[src/rtl/uriscv_muldiv_radix_if.sv]
// Request/response bundle between the uRISC-V execute stage and the
// multiply/divide unit.
//   master : execute stage; drives the op request, operands and flush,
//            receives stall, ready and result.
//   slave  : muldiv unit; the opposite directions.
// XLEN must match the XLEN of the unit it is connected to.
interface uriscv_muldiv_radix_if #(
    parameter int XLEN = 32
);
    logic            valid_i;
    logic            inst_mul_i;
    logic            inst_mulh_i;
    logic            inst_mulhsu_i;
    logic            inst_mulhu_i;
    logic            inst_div_i;
    logic            inst_divu_i;
    logic            inst_rem_i;
    logic            inst_remu_i;
    logic [XLEN-1:0] operand_ra_i;
    logic [XLEN-1:0] operand_rb_i;
    logic            flush_i;
    logic            stall_o;
    logic            ready_o;
    logic [XLEN-1:0] result_o;

    modport master (
        output valid_i, inst_mul_i, inst_mulh_i, inst_mulhsu_i, inst_mulhu_i,
               inst_div_i, inst_divu_i, inst_rem_i, inst_remu_i,
               operand_ra_i, operand_rb_i, flush_i,
        input  stall_o, ready_o, result_o
    );

    modport slave (
        input  valid_i, inst_mul_i, inst_mulh_i, inst_mulhsu_i, inst_mulhu_i,
               inst_div_i, inst_divu_i, inst_rem_i, inst_remu_i,
               operand_ra_i, operand_rb_i, flush_i,
        output stall_o, ready_o, result_o
    );
endinterface

[src/rtl/uriscv_muldiv_radix.sv]
// RV32M/RV64M multiply/divide unit for the uRISC-V execute stage.
//   - Multiplier: operand capture register, MUL_STAGES-deep valid pipe,
//     one op accepted per cycle, results retire in order.
//   - Divider: iterative unsigned restoring divider on operand magnitudes,
//     DIV_BITS quotient bits per cycle, divide-by-zero early-out, sign fix-up
//     in a final cycle.
//   - flush_i kills everything accepted but not yet shown on ready_o.
// Ports:
//   clk_i  clock
//   rst_i  asynchronous reset, active high
//   bus    slave side of uriscv_muldiv_radix_if (request, operands, flush,
//          stall, ready pulse, registered result)
module uriscv_muldiv_radix #(
    parameter int XLEN       = 32,
    parameter int MUL_STAGES = 1,
    parameter int DIV_BITS   = 1
) (
    input logic                  clk_i,
    input logic                  rst_i,
    uriscv_muldiv_radix_if.slave bus
);
    localparam int ITERS = XLEN / DIV_BITS;
    localparam int CW    = (ITERS > 1) ? $clog2(ITERS) : 1;
    localparam int PW    = 2 * XLEN + 2;

    typedef enum logic [1:0] {S_IDLE, S_CALC, S_FIN} div_state_e;

    // ------------------------------------------------------------------
    // Decode and issue control
    // ------------------------------------------------------------------
    logic is_mul_op, is_div_op, mul_busy, div_busy, stall;
    logic mul_acc, div_acc;
    logic [MUL_STAGES-1:0] vld_pipe;
    div_state_e state_q, state_d;

    assign is_mul_op = bus.inst_mul_i | bus.inst_mulh_i | bus.inst_mulhsu_i | bus.inst_mulhu_i;
    assign is_div_op = bus.inst_div_i | bus.inst_divu_i | bus.inst_rem_i | bus.inst_remu_i;
    assign mul_busy  = |vld_pipe;
    assign div_busy  = (state_q != S_IDLE);

    // A mul can never overtake a running divide and a divide never starts
    // while muls are in flight, so only one source reaches ready_o per cycle.
    assign stall       = (div_busy & (is_mul_op | is_div_op)) | (mul_busy & is_div_op);
    assign bus.stall_o = stall;

    assign mul_acc = bus.valid_i & is_mul_op & ~stall & ~bus.flush_i;
    assign div_acc = bus.valid_i & is_div_op & ~stall & ~bus.flush_i;

    // ------------------------------------------------------------------
    // Multiplier
    // ------------------------------------------------------------------
    logic signed [XLEN:0]   ma_q, mb_q;
    logic                   mhi_q;
    logic signed [PW-1:0]   mprod;
    logic [XLEN-1:0]        mul_sel, mul_out;
    logic                   mul_done;
    logic                   unused_mprod;

    always_ff @(posedge clk_i or posedge rst_i) begin
        if (rst_i) begin
            ma_q  <= '0;
            mb_q  <= '0;
            mhi_q <= 1'b0;
        end else if (mul_acc) begin
            // XLEN+1-bit operands cover signed and unsigned in one signed multiply
            ma_q  <= {(bus.inst_mulh_i | bus.inst_mulhsu_i) & bus.operand_ra_i[XLEN-1],
                      bus.operand_ra_i};
            mb_q  <= {bus.inst_mulh_i & bus.operand_rb_i[XLEN-1], bus.operand_rb_i};
            mhi_q <= ~bus.inst_mul_i;
        end
    end

    assign mprod        = PW'(ma_q) * PW'(mb_q);
    assign mul_sel      = mhi_q ? mprod[2*XLEN-1:XLEN] : mprod[XLEN-1:0];
    assign unused_mprod = ^mprod[PW-1:2*XLEN];

    always_ff @(posedge clk_i or posedge rst_i) begin
        if (rst_i) begin
            vld_pipe <= '0;
        end else if (bus.flush_i) begin
            vld_pipe <= '0;
        end else begin
            vld_pipe[0] <= mul_acc;
            for (int k = 1; k < MUL_STAGES; k++)
                vld_pipe[k] <= vld_pipe[k-1];
        end
    end

    // Stage 0 holds operands; each further stage holds the selected product.
    generate
        if (MUL_STAGES == 1) begin : g_mul_s1
            assign mul_out = mul_sel;
        end else begin : g_mul_sn
            logic [MUL_STAGES-1:1][XLEN-1:0] mres_q;
            always_ff @(posedge clk_i or posedge rst_i) begin
                if (rst_i) begin
                    mres_q <= '0;
                end else begin
                    mres_q[1] <= mul_sel;
                    for (int k = 2; k < MUL_STAGES; k++)
                        mres_q[k] <= mres_q[k-1];
                end
            end
            assign mul_out = mres_q[MUL_STAGES-1];
        end
    endgenerate

    assign mul_done = vld_pipe[MUL_STAGES-1];

    // ------------------------------------------------------------------
    // Divider
    // ------------------------------------------------------------------
    logic [XLEN-1:0] rem_q, quo_q, dvs_q;
    logic [CW-1:0]   cnt_q;
    logic            neg_q, want_rem_q;
    logic            div_done;
    logic [XLEN-1:0] step_rem, step_quo;
    logic [XLEN:0]   part;
    logic            step_ge;
    logic            sgn, ra_neg, rb_neg, rb_zero;
    logic [XLEN-1:0] a_mag, b_mag, div_res;

    assign sgn     = bus.inst_div_i | bus.inst_rem_i;
    assign ra_neg  = sgn & bus.operand_ra_i[XLEN-1];
    assign rb_neg  = sgn & bus.operand_rb_i[XLEN-1];
    assign rb_zero = (bus.operand_rb_i == '0);
    assign a_mag   = ra_neg ? -bus.operand_ra_i : bus.operand_ra_i;
    assign b_mag   = rb_neg ? -bus.operand_rb_i : bus.operand_rb_i;

    always_ff @(posedge clk_i or posedge rst_i) begin
        if (rst_i) state_q <= S_IDLE;
        else       state_q <= state_d;
    end

    always_comb begin
        state_d  = state_q;
        div_done = 1'b0;
        unique case (state_q)
            S_IDLE: if (div_acc) state_d = rb_zero ? S_FIN : S_CALC;
            S_CALC: if (cnt_q == '0) state_d = S_FIN;
            S_FIN: begin
                div_done = 1'b1;
                state_d  = S_IDLE;
            end
            default: state_d = S_IDLE;
        endcase
        if (bus.flush_i) state_d = S_IDLE;
    end

    // DIV_BITS restoring steps: shift the next dividend bit into the partial
    // remainder, subtract the divisor when it fits, record the quotient bit.
    always_comb begin
        step_rem = rem_q;
        step_quo = quo_q;
        part     = '0;
        step_ge  = 1'b0;
        for (int i = 0; i < DIV_BITS; i++) begin
            part    = {step_rem, step_quo[XLEN-1]};
            step_ge = (part >= {1'b0, dvs_q});
            if (step_ge) part = part - {1'b0, dvs_q};
            step_rem = part[XLEN-1:0];
            step_quo = {step_quo[XLEN-2:0], step_ge};
        end
    end

    always_ff @(posedge clk_i or posedge rst_i) begin
        if (rst_i) begin
            rem_q      <= '0;
            quo_q      <= '0;
            dvs_q      <= '0;
            cnt_q      <= '0;
            neg_q      <= 1'b0;
            want_rem_q <= 1'b0;
        end else if (div_acc) begin
            dvs_q      <= b_mag;
            cnt_q      <= CW'(ITERS - 1);
            want_rem_q <= bus.inst_rem_i | bus.inst_remu_i;
            neg_q      <= bus.inst_rem_i ? ra_neg
                                         : ((ra_neg ^ rb_neg) & ~rb_zero);
            if (rb_zero) begin
                // Early-out: remainder magnitude re-signed in S_FIN gives ra back
                quo_q <= '1;
                rem_q <= a_mag;
            end else begin
                quo_q <= a_mag;
                rem_q <= '0;
            end
        end else if (state_q == S_CALC) begin
            rem_q <= step_rem;
            quo_q <= step_quo;
            cnt_q <= cnt_q - 1'b1;
        end
    end

    always_comb begin
        div_res = want_rem_q ? rem_q : quo_q;
        if (neg_q) div_res = -div_res;
    end

    // ------------------------------------------------------------------
    // Result register; a flush kills whatever would land at this edge.
    // ------------------------------------------------------------------
    logic            ready_q;
    logic [XLEN-1:0] result_q;
    logic            retire;

    assign retire = (mul_done | div_done) & ~bus.flush_i;

    always_ff @(posedge clk_i or posedge rst_i) begin
        if (rst_i) begin
            ready_q  <= 1'b0;
            result_q <= '0;
        end else begin
            ready_q <= retire;
            if (retire) result_q <= mul_done ? mul_out : div_res;
        end
    end

    assign bus.ready_o  = ready_q;
    assign bus.result_o = result_q;
endmodule
[src/flat_wrapper.sv]
// flat-port wrapper written by rule: the top's interface ports become plain ports
module uriscv_muldiv_radix_flat 
#(
    parameter int XLEN       = 32,
    parameter int MUL_STAGES = 1,
    parameter int DIV_BITS   = 1
)
  (clk_i, rst_i, bus_valid_i, bus_inst_mul_i, bus_inst_mulh_i, bus_inst_mulhsu_i, bus_inst_mulhu_i, bus_inst_div_i, bus_inst_divu_i, bus_inst_rem_i, bus_inst_remu_i, bus_operand_ra_i, bus_operand_rb_i, bus_flush_i, bus_stall_o, bus_ready_o, bus_result_o);
  uriscv_muldiv_radix_if #(.XLEN(XLEN)) bus_i ();
  input logic clk_i;
  input logic rst_i;
  input wire logic [$bits(bus_i.valid_i)-1:0] bus_valid_i;
  input wire logic [$bits(bus_i.inst_mul_i)-1:0] bus_inst_mul_i;
  input wire logic [$bits(bus_i.inst_mulh_i)-1:0] bus_inst_mulh_i;
  input wire logic [$bits(bus_i.inst_mulhsu_i)-1:0] bus_inst_mulhsu_i;
  input wire logic [$bits(bus_i.inst_mulhu_i)-1:0] bus_inst_mulhu_i;
  input wire logic [$bits(bus_i.inst_div_i)-1:0] bus_inst_div_i;
  input wire logic [$bits(bus_i.inst_divu_i)-1:0] bus_inst_divu_i;
  input wire logic [$bits(bus_i.inst_rem_i)-1:0] bus_inst_rem_i;
  input wire logic [$bits(bus_i.inst_remu_i)-1:0] bus_inst_remu_i;
  input wire logic [$bits(bus_i.operand_ra_i)-1:0] bus_operand_ra_i;
  input wire logic [$bits(bus_i.operand_rb_i)-1:0] bus_operand_rb_i;
  input wire logic [$bits(bus_i.flush_i)-1:0] bus_flush_i;
  output wire logic [$bits(bus_i.stall_o)-1:0] bus_stall_o;
  output wire logic [$bits(bus_i.ready_o)-1:0] bus_ready_o;
  output wire logic [$bits(bus_i.result_o)-1:0] bus_result_o;
  assign bus_i.valid_i = bus_valid_i;
  assign bus_i.inst_mul_i = bus_inst_mul_i;
  assign bus_i.inst_mulh_i = bus_inst_mulh_i;
  assign bus_i.inst_mulhsu_i = bus_inst_mulhsu_i;
  assign bus_i.inst_mulhu_i = bus_inst_mulhu_i;
  assign bus_i.inst_div_i = bus_inst_div_i;
  assign bus_i.inst_divu_i = bus_inst_divu_i;
  assign bus_i.inst_rem_i = bus_inst_rem_i;
  assign bus_i.inst_remu_i = bus_inst_remu_i;
  assign bus_i.operand_ra_i = bus_operand_ra_i;
  assign bus_i.operand_rb_i = bus_operand_rb_i;
  assign bus_i.flush_i = bus_flush_i;
  assign bus_stall_o = bus_i.stall_o;
  assign bus_ready_o = bus_i.ready_o;
  assign bus_result_o = bus_i.result_o;
  uriscv_muldiv_radix #(.XLEN(XLEN), .MUL_STAGES(MUL_STAGES), .DIV_BITS(DIV_BITS)) u_core (.clk_i(clk_i), .rst_i(rst_i), .bus(bus_i));
endmodule
[config.mk]
export PLATFORM = sky130hd
export DESIGN_NAME = uriscv_muldiv_radix_flat
export DESIGN_NICKNAME = d
export VERILOG_FILES = /design/src/rtl/uriscv_muldiv_radix_if.sv /design/src/rtl/uriscv_muldiv_radix.sv /design/src/flat_wrapper.sv
export SDC_FILE = /design/constraint.sdc
export NUM_CORES = 2
export LEC_CHECK = 0
export BUFFER_PORTS_ARGS = -buffer_cell sky130_fd_sc_hd__buf_2
export CAP_MARGIN = 20
export CORE_AREA = 2 2 280 282
export DETAILED_ROUTE_END_ITERATION = 10
export DIE_AREA = 0 0 282 284
export PLACE_DENSITY = 0.9
export RECOVER_POWER = 50
export SLEW_MARGIN = 20
export SYNTH_ARGS = -nofsm -noshare
export SYNTH_HDL_FRONTEND = slang
export SYNTH_SLANG_ARGS = --single-unit
[constraint.sdc]
create_clock -name clk_i -period 10.16 [get_ports clk_i]
set_input_delay 2.032 -clock clk_i [delete_from_list [all_inputs] [get_ports clk_i]]
set_output_delay 2.032 -clock clk_i [all_outputs]
set_load 0.1 [all_outputs]
Word level (Yosys, flattened, before mapping)
Cells that the tools add are included.
- div/mod/pow operators: 0
- reductions and logical operators: 6
- shift-type cells: 0
- multiplexer cells: 23
- $add $sub $neg: 5
- equal/unequal tests: 4
- $mul: 1
- bitwise gates (word level): 31
- $lt $le $gt $ge: 1
- operator list (cell ; count):
    2-to-1 mux 32 bit ; 13
    negator 32 bit ; 3
    multiplier 33 x 33 -> 64 bit ; 1
    >= comparator 33 x 32 -> 1 bit ; 1
    zero test 32 bit ; 1
    subtractor 32 bit ; 1
    bitwise AND 1 bit ; 14
    OR 1 bit ; 12
    2-to-1 mux 5 bit ; 2
    2-to-1 mux 2 bit ; 4
    != test 3 x 2 -> 1 bit (second input constant) ; 2
    zero test 5 bit ; 1
    subtractor 5 x 1 -> 5 bit (second input constant) ; 1
    NOT 1 bit ; 4
    case mux 2 bit (2 select lines) ; 1
    nonzero test 2 bit ; 2
    2-to-1 mux 1 bit ; 3
    == test 2 x 1 -> 1 bit (second input constant) ; 1
    == test 2 bit (second input constant) ; 1
    zero test 2 bit ; 1
    AND reduction 2 bit ; 1
    bitwise XOR 1 bit ; 1
- word-level logic and storage cells: 84
- output and inout bits: 34
- latch bits: 0
- register bits: 206
- memories: 0
- ROM bits: 0
- RAM bits: 0

Longest topological paths before layout
- depth after elaboration: 12
- depth in mapped cells: 31
- depth with buffers taken out: 29

Least setup slack after synthesis
No wires, ideal clock.
- path type: register to register
- from: register u_core.mb_q[0]
- to: register u_core.result_q[31] (netlist: u_core.bus.result_o[31])
- setup time: 94 ps
- cell stages (with the launch flop): 28
- path buffers: 2
- period minus slack after synthesis: 7829 ps
- slack: 2331 ps
- required time: 10066 ps
- arrival time: 7735 ps
- path through: dfrtp_1 clkbuf_1 nand2_1 inv_1 fa_1 fa_1 fa_1 fa_1 inv_1 fa_1 inv_1 fa_1 inv_1 fa_1 fa_1 inv_1 ha_1 clkbuf_1 a21o_1 a21o_1 a21o_1 a21o_1 a21o_1 or3_1 o21ai_0 a21oi_1 mux2i_1 a221oi_2
- longest elaborated chain between the ends: 3
- ends and longest elaborated chain (element ; RTL line ; source):
    start, declared ; uriscv_muldiv_radix.sv:52 ; logic signed [XLEN:0] ma_q, mb_q;
    start signal, assigned ; uriscv_muldiv_radix.sv:68 ; mb_q <= {bus.inst_mulh_i & bus.operand_rb_i[XLEN-1], bus.operand_rb_i};
    multiplier 33 x 33 -> 64 bit ; uriscv_muldiv_radix.sv:73 ; assign mprod = PW'(ma_q) * PW'(mb_q);
    2-to-1 mux 32 bit ; uriscv_muldiv_radix.sv:74 ; assign mul_sel = mhi_q ? mprod[2*XLEN-1:XLEN] : mprod[XLEN-1:0];
    2-to-1 mux 32 bit ; uriscv_muldiv_radix.sv:215 ; if (retire) result_q <= mul_done ? mul_out : div_res;
    end signal, assigned ; uriscv_muldiv_radix.sv:215 ;
    end, declared ; uriscv_muldiv_radix.sv:204 ; logic [XLEN-1:0] result_q;
Every way passes these cells.
A chain may end at the register's enable or synchronous reset.

Final worst setup path
- from: register u_core.ma_q[15]
- to: register u_core.result_q[19] (netlist: u_core.bus.result_o[19])
- longest elaborated chain between the ends: 3
- ends and longest elaborated chain (element ; RTL line ; source):
    start, declared ; uriscv_muldiv_radix.sv:52 ;
    start signal, assigned ; uriscv_muldiv_radix.sv:66 ; ma_q <= {(bus.inst_mulh_i | bus.inst_mulhsu_i) & bus.operand_ra_i[XLEN-1],
    multiplier 33 x 33 -> 64 bit ; uriscv_muldiv_radix.sv:73 ;
    2-to-1 mux 32 bit ; uriscv_muldiv_radix.sv:74 ;
    2-to-1 mux 32 bit ; uriscv_muldiv_radix.sv:215 ;
Every way passes these cells.

==> impl_metrics.toml <==
[global_routing]
grt_pass1_vias = 44190
grt_max_degree = 132
grt-ovfl-total = 0
grt_usage_pct = 40.90
grt_pass1_wl_mm = 248.9
antenna_found_initial = 14

[clock_tree]
cts_resized = 0
ctsLongestPathBuffers = 3
clock_latency_ns = 0.56
post_cts_buffers = 0
post_cts_hold_buffer_count = 0
htree_levels = 1
path_clk_slew_ns = 0.06
cts_buffers = 24
cts_tree = "built"
ctsRootBufferMaster = "clkbuf_16"
clock-sinks = 206

[worst_setup_path]
rr_startpoint = "u_core.ma_q[15]"
start_kind = "flip-flop"
critPathMaxStageDelay_ns = 0.78
critPathBufInv = 6
crit_family = "adder cells"
crit_type = "flip-flop to flip-flop"
startpoint = "u_core.ma_q[15]"
worst-path-max-fanout = 15
cp-end-kind = "flip-flop"
crit_slowest_cell = "o32ai_1"
worst_path_most_repeated_cell = "fa_1"
worstPathRequired_ns = 10.61
cp.arrival_ns = 9.84

[placement]
io_buffers = 109
placed_cells = 6706
place_congestion = 1.059
post-place-ws_ns = 1.099
dp_hpwl_mm = 129.5

[run_status]
violations = "capacitance limit, slew limit"
outcome = "finished with violations"

[timing]
hold_viol = 0
finClkSkew_ns = 0.03489
drv_slew = 202
post-route-period-util_pct = 92.36
slew_headroom_pct = -307.1
worst_slew_pin_slew_ns = 6.073
setup_viol = 0
finalWorstSetupSlack_ns = 0.7765
fmax_mhz = 106.6
min_period_ns = 9.383
whs_ns = 0.4907
grt_setup_unrepaired = "false"
tns_ns = 0

[logic_synthesis]
postSynth.asyncResetShare_pct = 100.0
ys_ff_latch = 206
ys_warn_count = 0
synth_edf_count = 0
syn_nets = 7208
syn_area_um2 = 51310
netlist_instances = 5757
yosysUniqueCellTypes = 82
avgSynthCellArea_um2 = 8.913
yosys_most_used_dff = "dfrtp_1"
yosysSeqAreaShare_pct = 10.05

[floorplan]
io_pins = 110
core_um2 = 76960
die_h_um = 284
start_util_pct = 66.68
die_width_um = 282
num_rows = 102
dieArea_um2 = 80090

[routing]
firstDrtPassIters = 10
via_per_inst = 6.112
wl_mm = 157.8
drc = 0
ant_nets = 0
drtIter0Drc = 4305
vias = 41360
avgRoutedWirePerCell_um = 23.32

[layout]
layout-drive-gt1-share_pct = 5.306
areaGrowthSynthToFinish_pct = 4.704
fin_cells = 6767
fill_cells = 5591
nNetsFinal = 7144

[min_path]
hp-class = "flip-flop to flip-flop"
hp-start = "u_core.bus.result_o[4]"

[run]
maxCapViolCount = 3
## final timing paths
kind                       cells after the start  slack, ns                 endpoint
min in group asynchronous                      2       3.36        u_core.want_rem_q
max in group asynchronous                      4       3.76  u_core.bus.result_o[14]
hold reg to reg                                1       0.49   u_core.bus.result_o[4]
hold / removal                                 1       0.49   u_core.bus.result_o[4]
setup / recovery                              27       0.78  u_core.bus.result_o[19]
setup reg to reg                              27       0.78  u_core.bus.result_o[19]
## registers in the layout, indices dropped and copies added (netlist names)
signal,count
u_core.quo_q,32
u_core.bus.ready_o,1
u_core.ma_q,33
u_core.mb_q,33
u_core.cnt_q,5
u_core.mul_busy,1
u_core.bus.result_o,32
u_core.dvs_q,32
u_core.mhi_q,1
u_core.rem_q,32
u_core.want_rem_q,1
u_core.neg_q,1
u_core.state_q,2
## synthesized netlist by cell type (5+ instances only)
master / instances / area [um2]
dfrtp_1: 206 / 5155
and3_1: 16 / 100.1
a22oi_1: 14 / 105.1
o21a_1: 11 / 82.58
or4_1: 9 / 67.56
a21boi_0: 5 / 37.54
nor2b_1: 39 / 244.0
nor2_1: 134 / 503.0
nand2b_1: 31 / 193.9
o21bai_1: 18 / 135.1
clkbuf_1: 298 / 1119
nand4_1: 18 / 112.6
or3_1: 5 / 31.28
a31oi_1: 50 / 312.8
a211oi_1: 21 / 157.7
nand2_1: 909 / 3412
and2_1: 543 / 3397
o221ai_1: 13 / 113.9
buf_2: 10 / 50.05
o31a_1: 5 / 43.79
xor2_1: 86 / 753.2
mux2i_1: 46 / 460.4
nor3b_1: 7 / 52.55
fa_1: 1126 / 22540
inv_1: 1153 / 4328
o41ai_1: 7 / 61.31
o211ai_1: 7 / 52.55
mux2_2: 5 / 56.30
a221o_1: 5 / 50.05
o22ai_1: 19 / 118.9
nand3_1: 20 / 100.1
a21oi_1: 166 / 830.8
o21ai_0: 173 / 865.8
nor4_1: 16 / 100.1
ha_1: 249 / 3115
a21o_1: 57 / 427.9
o31ai_1: 16 / 120.1
nor3_1: 72 / 360.4
xnor2_1: 101 / 884.6
## layout make-up
class | instances | area [um2] | share of cell area, %
Clock inverter | 15 | 133.9 | 0.2492
Tap cell | 1040 | 1301 | 2.422
Antenna cell | 16 | 40.04 | 0.07452
Multi-Input combinational cell | 4079 | 40620 | 75.61
Timing Repair Buffer | 226 | 1476 | 2.748
Clock buffer | 29 | 649.4 | 1.209
Sequential cell | 206 | 5164 | 9.611
Inverter | 1156 | 4340 | 8.079
## layout by cell type, fill, tap and decap left out, drive strengths merged, types with 57 or more instances in the layout
cell type  synthesis  layout
fa              1126    1126
nand2            910     910
and2             543     543
xor2              86      86
inv             1156    1156
o21ai            178     178
a21o              57      57
dfrtp            206     206
nor2             134     134
ha               249     249
a21oi            166     166
buf               17     212
nor3              73      73
xnor2            101     101
## per-layer routing
layer  vias to the layer above  track usage, %  share of wire [%]
li1                      17210               -                  -
met1                     20600           53.22                 36
met2                      2879           61.50                 45
met3                       651           12.74                 13
met4                        14           21.72                6.5
met5                         -           1.038               0.13
## stage by stage
stage                     area, um2  util [%]
after floorplan               51310         -
after global placement        52890     68.73
after detailed placement      52900     68.75
after CTS                     53690     69.76
after global routing          53710     69.79
final                         53730     69.81
## logic make-up after synthesis
kind of cell | after synthesis | synth area share, %
AO/OA/AOI/OAI | 629 | 7.647
XOR/XNOR | 187 | 3.192
adder cells (fa/ha/maj) | 1375 | 50.00
buffers and inverters | 1472 | 10.83
flip-flops | 206 | 10.05
multiplexers | 52 | 1.051
AND/OR/NAND/NOR | 1836 | 17.23
## worst register-to-register path, delay by kind of cell (launching register included)
kind / cells / cell delay (ns)
compound gates: 6 / 2.24
fa+ha+maj: 9 / 4.49
buf+inv: 6 / 0.73
flops: 1 / 0.77
simple gates: 6 / 1.08
Power is not shown: default switching activity piles up to over one toggle a cycle in this logic, so the estimate is an artifact.
